$ cat src/rtl/semaforo_pkg.sv
// Shared types and constants for the semaforo two-way traffic-light controller.
package semaforo_pkg;

   typedef enum logic [1:0] {AG, AY, BG, BY} state_t;

   localparam logic [2:0] LUZ_VERDE    = 3'b001;
   localparam logic [2:0] LUZ_AMARELO  = 3'b010;
   localparam logic [2:0] LUZ_VERMELHO = 3'b100;

   localparam int CNT_W = 8;

   // A programmed duration of 0 cycles is treated as 1 cycle.
   function automatic logic [CNT_W-1:0] eff_time(input int unsigned t);
      return (t == 0) ? CNT_W'(1) : CNT_W'(t);
   endfunction

endpackage

$ cat src/rtl/semaforo_timer.sv
// Saturating dwell counter shared by all light phases; done flags the last cycle
// of the selected target duration.
module semaforo_timer
   import semaforo_pkg::*;
(
   input  logic             clk,
   input  logic             rst,
   input  logic             clear,
   input  logic [CNT_W-1:0] target,
   output logic [CNT_W-1:0] cnt,
   output logic             done
);

   logic [CNT_W-1:0] cnt_q, cnt_d;
   logic [CNT_W-1:0] target_eff;

   always_comb begin
      // NOTE: default first so every path assigns cnt_d and no latch is inferred.
      cnt_d = cnt_q;
      if (clear)
         cnt_d = '0;
      else if (cnt_q != '1)
         cnt_d = cnt_q + CNT_W'(1);
   end

   // NOTE: sequential state uses non-blocking assignments only.
   always_ff @(posedge clk or negedge rst) begin
      if (!rst)
         cnt_q <= '0;
      else
         cnt_q <= cnt_d;
   end

   always_comb begin
      target_eff = (target == '0) ? CNT_W'(1) : target;
      done       = (cnt_q == target_eff - CNT_W'(1));
   end

   assign cnt = cnt_q;

endmodule

$ cat src/rtl/semaforo.sv
// Two-way traffic-light Moore FSM: road A rests green, button bt grants road B one
// timed cycle. Define SEMAFORO_BT_MEMORY_EN to remember presses made outside AG.
module semaforo
   import semaforo_pkg::*;
#(
   parameter int unsigned T_VERDE    = 1,
   parameter int unsigned T_AMARELO  = 3,
   parameter int unsigned T_VERMELHO = 2
) (
   input  logic       clk,
   input  logic       rst,
   input  logic       bt,
   output logic [2:0] A,
   output logic [2:0] B
);

   localparam logic [CNT_W-1:0] TV = eff_time(T_VERDE);
   localparam logic [CNT_W-1:0] TY = eff_time(T_AMARELO);
   localparam logic [CNT_W-1:0] TR = eff_time(T_VERMELHO);

   state_t           state_q, state_d;
   logic             req_q, req_d;
   logic [CNT_W-1:0] cnt;
   logic [CNT_W-1:0] target;
   logic             done;
   logic             clear;
   logic             verde_ok;

   semaforo_timer u_timer (
      .clk    (clk),
      .rst    (rst),
      .clear  (clear),
      .target (target),
      .cnt    (cnt),
      .done   (done)
   );

   always_ff @(posedge clk or negedge rst) begin
      if (!rst) begin
         state_q <= AG;
         req_q   <= 1'b0;
      end else begin
         state_q <= state_d;
         req_q   <= req_d;
      end
   end

   always_comb begin
      target = TV;
      case (state_q)
         AY, BY:  target = TY;
         BG:      target = TR;
         default: target = TV;
      endcase
   end

   assign verde_ok = (cnt >= TV - CNT_W'(1));

   always_comb begin
      state_d = state_q;
      req_d   = req_q;
      case (state_q)
         AG: begin
            if (verde_ok && (bt || req_q))
               state_d = AY;
            else if (bt)
               req_d = 1'b1;
         end
         AY:      if (done) state_d = BG;
         BG:      if (done) state_d = BY;
         BY:      if (done) state_d = AG;
         default: state_d = AG;
      endcase
`ifdef SEMAFORO_BT_MEMORY_EN
      if (state_q != AG && bt)
         req_d = 1'b1;
`endif
      // A request is consumed by the move into yellow.
      if (state_q == AG && state_d == AY)
         req_d = 1'b0;
   end

   assign clear = (state_d != state_q);

   always_comb begin
      A = LUZ_VERDE;
      B = LUZ_VERMELHO;
      case (state_q)
         AY: begin A = LUZ_AMARELO;  B = LUZ_VERMELHO; end
         BG: begin A = LUZ_VERMELHO; B = LUZ_VERDE;    end
         BY: begin A = LUZ_VERMELHO; B = LUZ_AMARELO;  end
         default: begin A = LUZ_VERDE; B = LUZ_VERMELHO; end
      endcase
   end

endmodule

$ cat config.mk
export PLATFORM = sky130hd
export DESIGN_NAME = semaforo
export DESIGN_NICKNAME = d
export VERILOG_FILES = /design/src/rtl/semaforo_pkg.sv /design/src/rtl/semaforo_timer.sv /design/src/rtl/semaforo.sv
export SDC_FILE = /design/constraint.sdc
export NUM_CORES = 1
export LEC_CHECK = 0
export CAP_MARGIN = 15
export CORE_UTILIZATION = 50
export CTS_BUF_LIST = sky130_fd_sc_hd__clkbuf_8
export CTS_CLUSTER_DIAMETER = 120
export CTS_CLUSTER_SIZE = 28
export DETAILED_ROUTE_END_ITERATION = 10
export PLACE_DENSITY = 0.72
export SETUP_SLACK_MARGIN = 0.5
export SYNTH_ARGS = -nofsm -noshare
export SYNTH_HDL_FRONTEND = slang
export SYNTH_HIERARCHICAL = 1
export SYNTH_SLANG_ARGS = --single-unit
$ cat constraint.sdc
create_clock -name clk -period 6.6 [get_ports clk]
set_input_delay 0.66 -clock clk [delete_from_list [all_inputs] [get_ports clk]]
set_output_delay 0.66 -clock clk [all_outputs]
set_load 0.03 [all_outputs]
==> summary.txt <==
Critical path
  • Critical path class: reg2reg
  • Crit path DAT: 3.60 ns
  • Worst stage delay on the critical path: 0.51 ns
  • Critical path's slowest cell: a211oi_1
  • Crit end category: register
  • Startpoint types: register
  • Critical path cell sequence: nor2_2 > inv_1 > nor4_1 > a21oi_1 > ha_1 > nor3b_1 > xnor2_1 > o2111ai_1 > a211oi_1 > o21ai_0 > o31ai_1 > a31oi_1 > o21a_1
  • Critical Path RT: 6.73 ns
  • Crit-path max FO: 10

GRT
  • Via count of the first global-routing pass: 683
  • Largest net degree at the start of global routing: 12
  • Antenna violations before repair: 0
  • Met1 GRT Util: 26.5%
  • Top Usage Layer GRT: met2
  • Met2 Use GR: 33.1%
  • First-pass GRT wire length: 2840 µm
  • Total track usage: 20.5%
  • Gr ovfl total: 0
  • Met3 Track Usage GR: 3.75%

STA
  • Worst-margin pin slew: 1.00 ns
  • Unrepaired setup endpoints after global routing: false
  • Skew final: 0.00396 ns
  • Max-Slew Margin vs Limit: 32.6%
  • TNS Setup: 0 ns
  • FMAX: 288 MHz
  • Final WS setup: 3.13 ns
  • Final-report hold violation count: 0
  • Hold_ws: 0.502 ns
  • Min cycle time layout: 3.47 ns
  • Max-slew violations: 0
  • Final number of setup-violating endpoints: 0
  • Fin crit share: 52.5%

Flow run
  • Maxcap violations: 0

Clock tree
  • Post-CTS resize count: 0
  • CTS tree: built
  • Clock slew at reported path FFs: 0.05 ns
  • Post CTS Setup Buffer Count: 0
  • Total CTS buffers: 3
  • Clk sinks: 11
  • Max Buffers Root-to-Sink: 2
  • CTS Root Cell: clkbuf_8
  • Hold buffers post-CTS: 0
  • Skew-Pair Late Insertion Delay: 0.24 ns
  • Clock H-tree levels: 1

Floorplan
  • DIE HEIGHT: 43.6 µm
  • Die width: 43.6 µm
  • Num ports: 9
  • Area of the die: 0.00190 mm²
  • Core area: 0.00156 mm²
  • Starting Density: 55.4%
  • Rows: 14

Route
  • DRC Markers: 0
  • Initial DRC count: 11
  • Drt total wl: 1630 µm
  • Routed Antenna Nets: 0
  • WL per Instance: 10.8 µm
  • Detail-routed via count per cell: 4.95
  • Vias: 747
  • First-pass iteration count of the detailed router: 4

Layout
  • N_diodes: 0
  • Fill count: 146
  • Synthesis-to-layout area growth: 25.5%
  • Final std cells w/o fill: 151
  • Share of cells above drive strength 1: 6.67%
  • NumNets Final: 141

Yosys
  • Post-Syn Area: 863 µm²
  • Yosys warns: 6
  • Main synth FF type: dfrtp_1
  • EDFF count, synth: 0
  • Synth unique cells: 39
  • FF+latch count, synth: 11
  • Synthesized area per cell: 8.63 µm²
  • Cells after synthesis: 100
  • Fraction of registers with async set/reset: 100%
  • Post-synthesis sequential area ratio: 31.9%

Placement
  • RD Place Congestion: 0.847
  • Placed insts: 147
  • IO Port Bufs: 8
  • DP Wirelength: 1240 µm
  • Setup WS pre-CTS: 3.19 ns

Power and ir drop
  • Tot Pwr: 395 µW
  • Pwr/cell area: 364 mW/mm²
  • Max VDD drop: 0.000273 V
  • Leak: 0.000489 µW

Worst hold path
  • Worst hold path type: reg2reg

Status
  • Status: finished clean
-- per-stage QoR --
step | instance area, µm² | util, %
6_report | 1080 | 69.5
2_1_floorplan | 972 | -
3_3_place_gp | 1040 | 66.6
3_5_place_dp | 1040 | 66.6
5_1_grt | 1080 | 69.5
4_1_cts | 1080 | 69.5
-- layout make-up --
class	instances	area, µm²	area share [%]
Timing Repair Buffer	8	80.1	7.39
Multi-Input combinational cell	107	644	59.5
Clock inverter	1	3.75	0.346
Sequential cell	11	275	25.4
Tap cell	16	20.0	1.85
Clock buffer	3	41.3	3.81
Inverter	5	18.8	1.73
-- path summary, 6_finish.rpt --
path	startpoint	endpoint	slack, ns	cells past startpoint
worst min-delay path	req_q$_DFFE_PN0P_	req_q$_DFFE_PN0P_	0.50	1
worst min register to register	req_q$_DFFE_PN0P_	req_q$_DFFE_PN0P_	0.50	1
max in group asynchronous	rst	u_timer/cnt[3]$_DFFE_PN0P_	5.52	1
worst max-delay path	state_q[1]$_DFF_PN0_	u_timer/cnt[7]$_DFFE_PN0P_	3.13	13
worst max register to register	state_q[1]$_DFF_PN0_	u_timer/cnt[7]$_DFFE_PN0P_	3.13	13
min in group asynchronous	rst	u_timer/cnt[4]$_DFFE_PN0P_	0.75	1
-- metal layers --
| metal | part of all wire (%) | vias up | wire length, µm |
|---|---|---|---|
| met5 | 0 | - | 0 |
| met4 | 1.9 | 0 | 31 |
| met3 | 3.6 | 8 | 58 |
| met2 | 49 | 14 | 792 |
| met1 | 46 | 333 | 750 |
| li1 | - | 392 | - |
-- state kept, by name, indices dropped and copies added, names as in the netlist --
signal / cells
state_q: 2
u_timer/cnt: 8
req_q: 1
-- where the power goes --
| part | switching (µW) | internal [µW] | total, µW |
|---|---|---|---|
| Clock | 23.8 | 40.7 | 64.5 |
| Sequential | 51.9 | 97.0 | 149 |
| Combinational | 97.2 | 84.0 | 181 |
| Total | 173 | 222 | 395 |
-- critical path: cells and delay by family (launching register included) --
family                     cells  cell delay, ns
AOI/OAI and AO/OA              7            1.55
and+or+nand+nor                3            0.77
DFF                            1            0.47
adders and majority gates      1            0.27
xor gates and xnor gates       1            0.19
buffers and inverters          1            0.11
-- cells by family after synthesis --
family                     Yosys count  share of synthesized area (%)
and+or+nand+nor                     43                           27.2
AOI/OAI and AO/OA                   18                           17.1
xor gates and xnor gates            13                           13.2
DFF                                 11                           31.9
buffers and inverters               11                           6.09
adders and majority gates            2                           2.90
other                                1                          0.434
muxes                                1                           1.16
-- cells in the final DEF (no fill, tap or decap), drive strengths merged, types with 3 or more instances in the layout --
| master | Yosys | routed |
|---|---|---|
| nand2 | 4 | 4 |
| nor3 | 3 | 3 |
| nand3 | 4 | 4 |
| conb | 1 | 30 |
| o21ai | 4 | 4 |
| xor2 | 9 | 9 |
| dfrtp | 11 | 11 |
| xnor2 | 4 | 4 |
| clkbuf | 3 | 3 |
| nor2 | 12 | 12 |
| inv | 5 | 6 |
| nor2b | 3 | 3 |
| a21oi | 3 | 3 |
| clkdlybuf4s50 | 0 | 8 |
-- cells in the mapped netlist (2+ instances only) --
library cell,count,area (µm²)
o2111ai_1,2,17.5
nor3b_1,2,15.0
inv_1,5,18.8
o31ai_1,2,15.0
o21ai_0,2,10.0
nor3_1,3,15.0
a211oi_1,2,15.0
a21oi_1,3,15.0
xnor2_1,4,35.0
or2_2,2,12.5
xor2_1,9,78.8
and3_1,2,12.5
or3_1,2,12.5
clkbuf_1,3,11.3
nor2b_1,3,18.8
nand3_1,4,20.0
nand2_1,4,15.0
o21ai_1,2,10.0
nor4_1,2,12.5
nor2_1,11,41.3
nand2b_1,2,12.5
ha_1,2,25.0
dfrtp_1,11,275
Power figures use the tool's default switching activity.
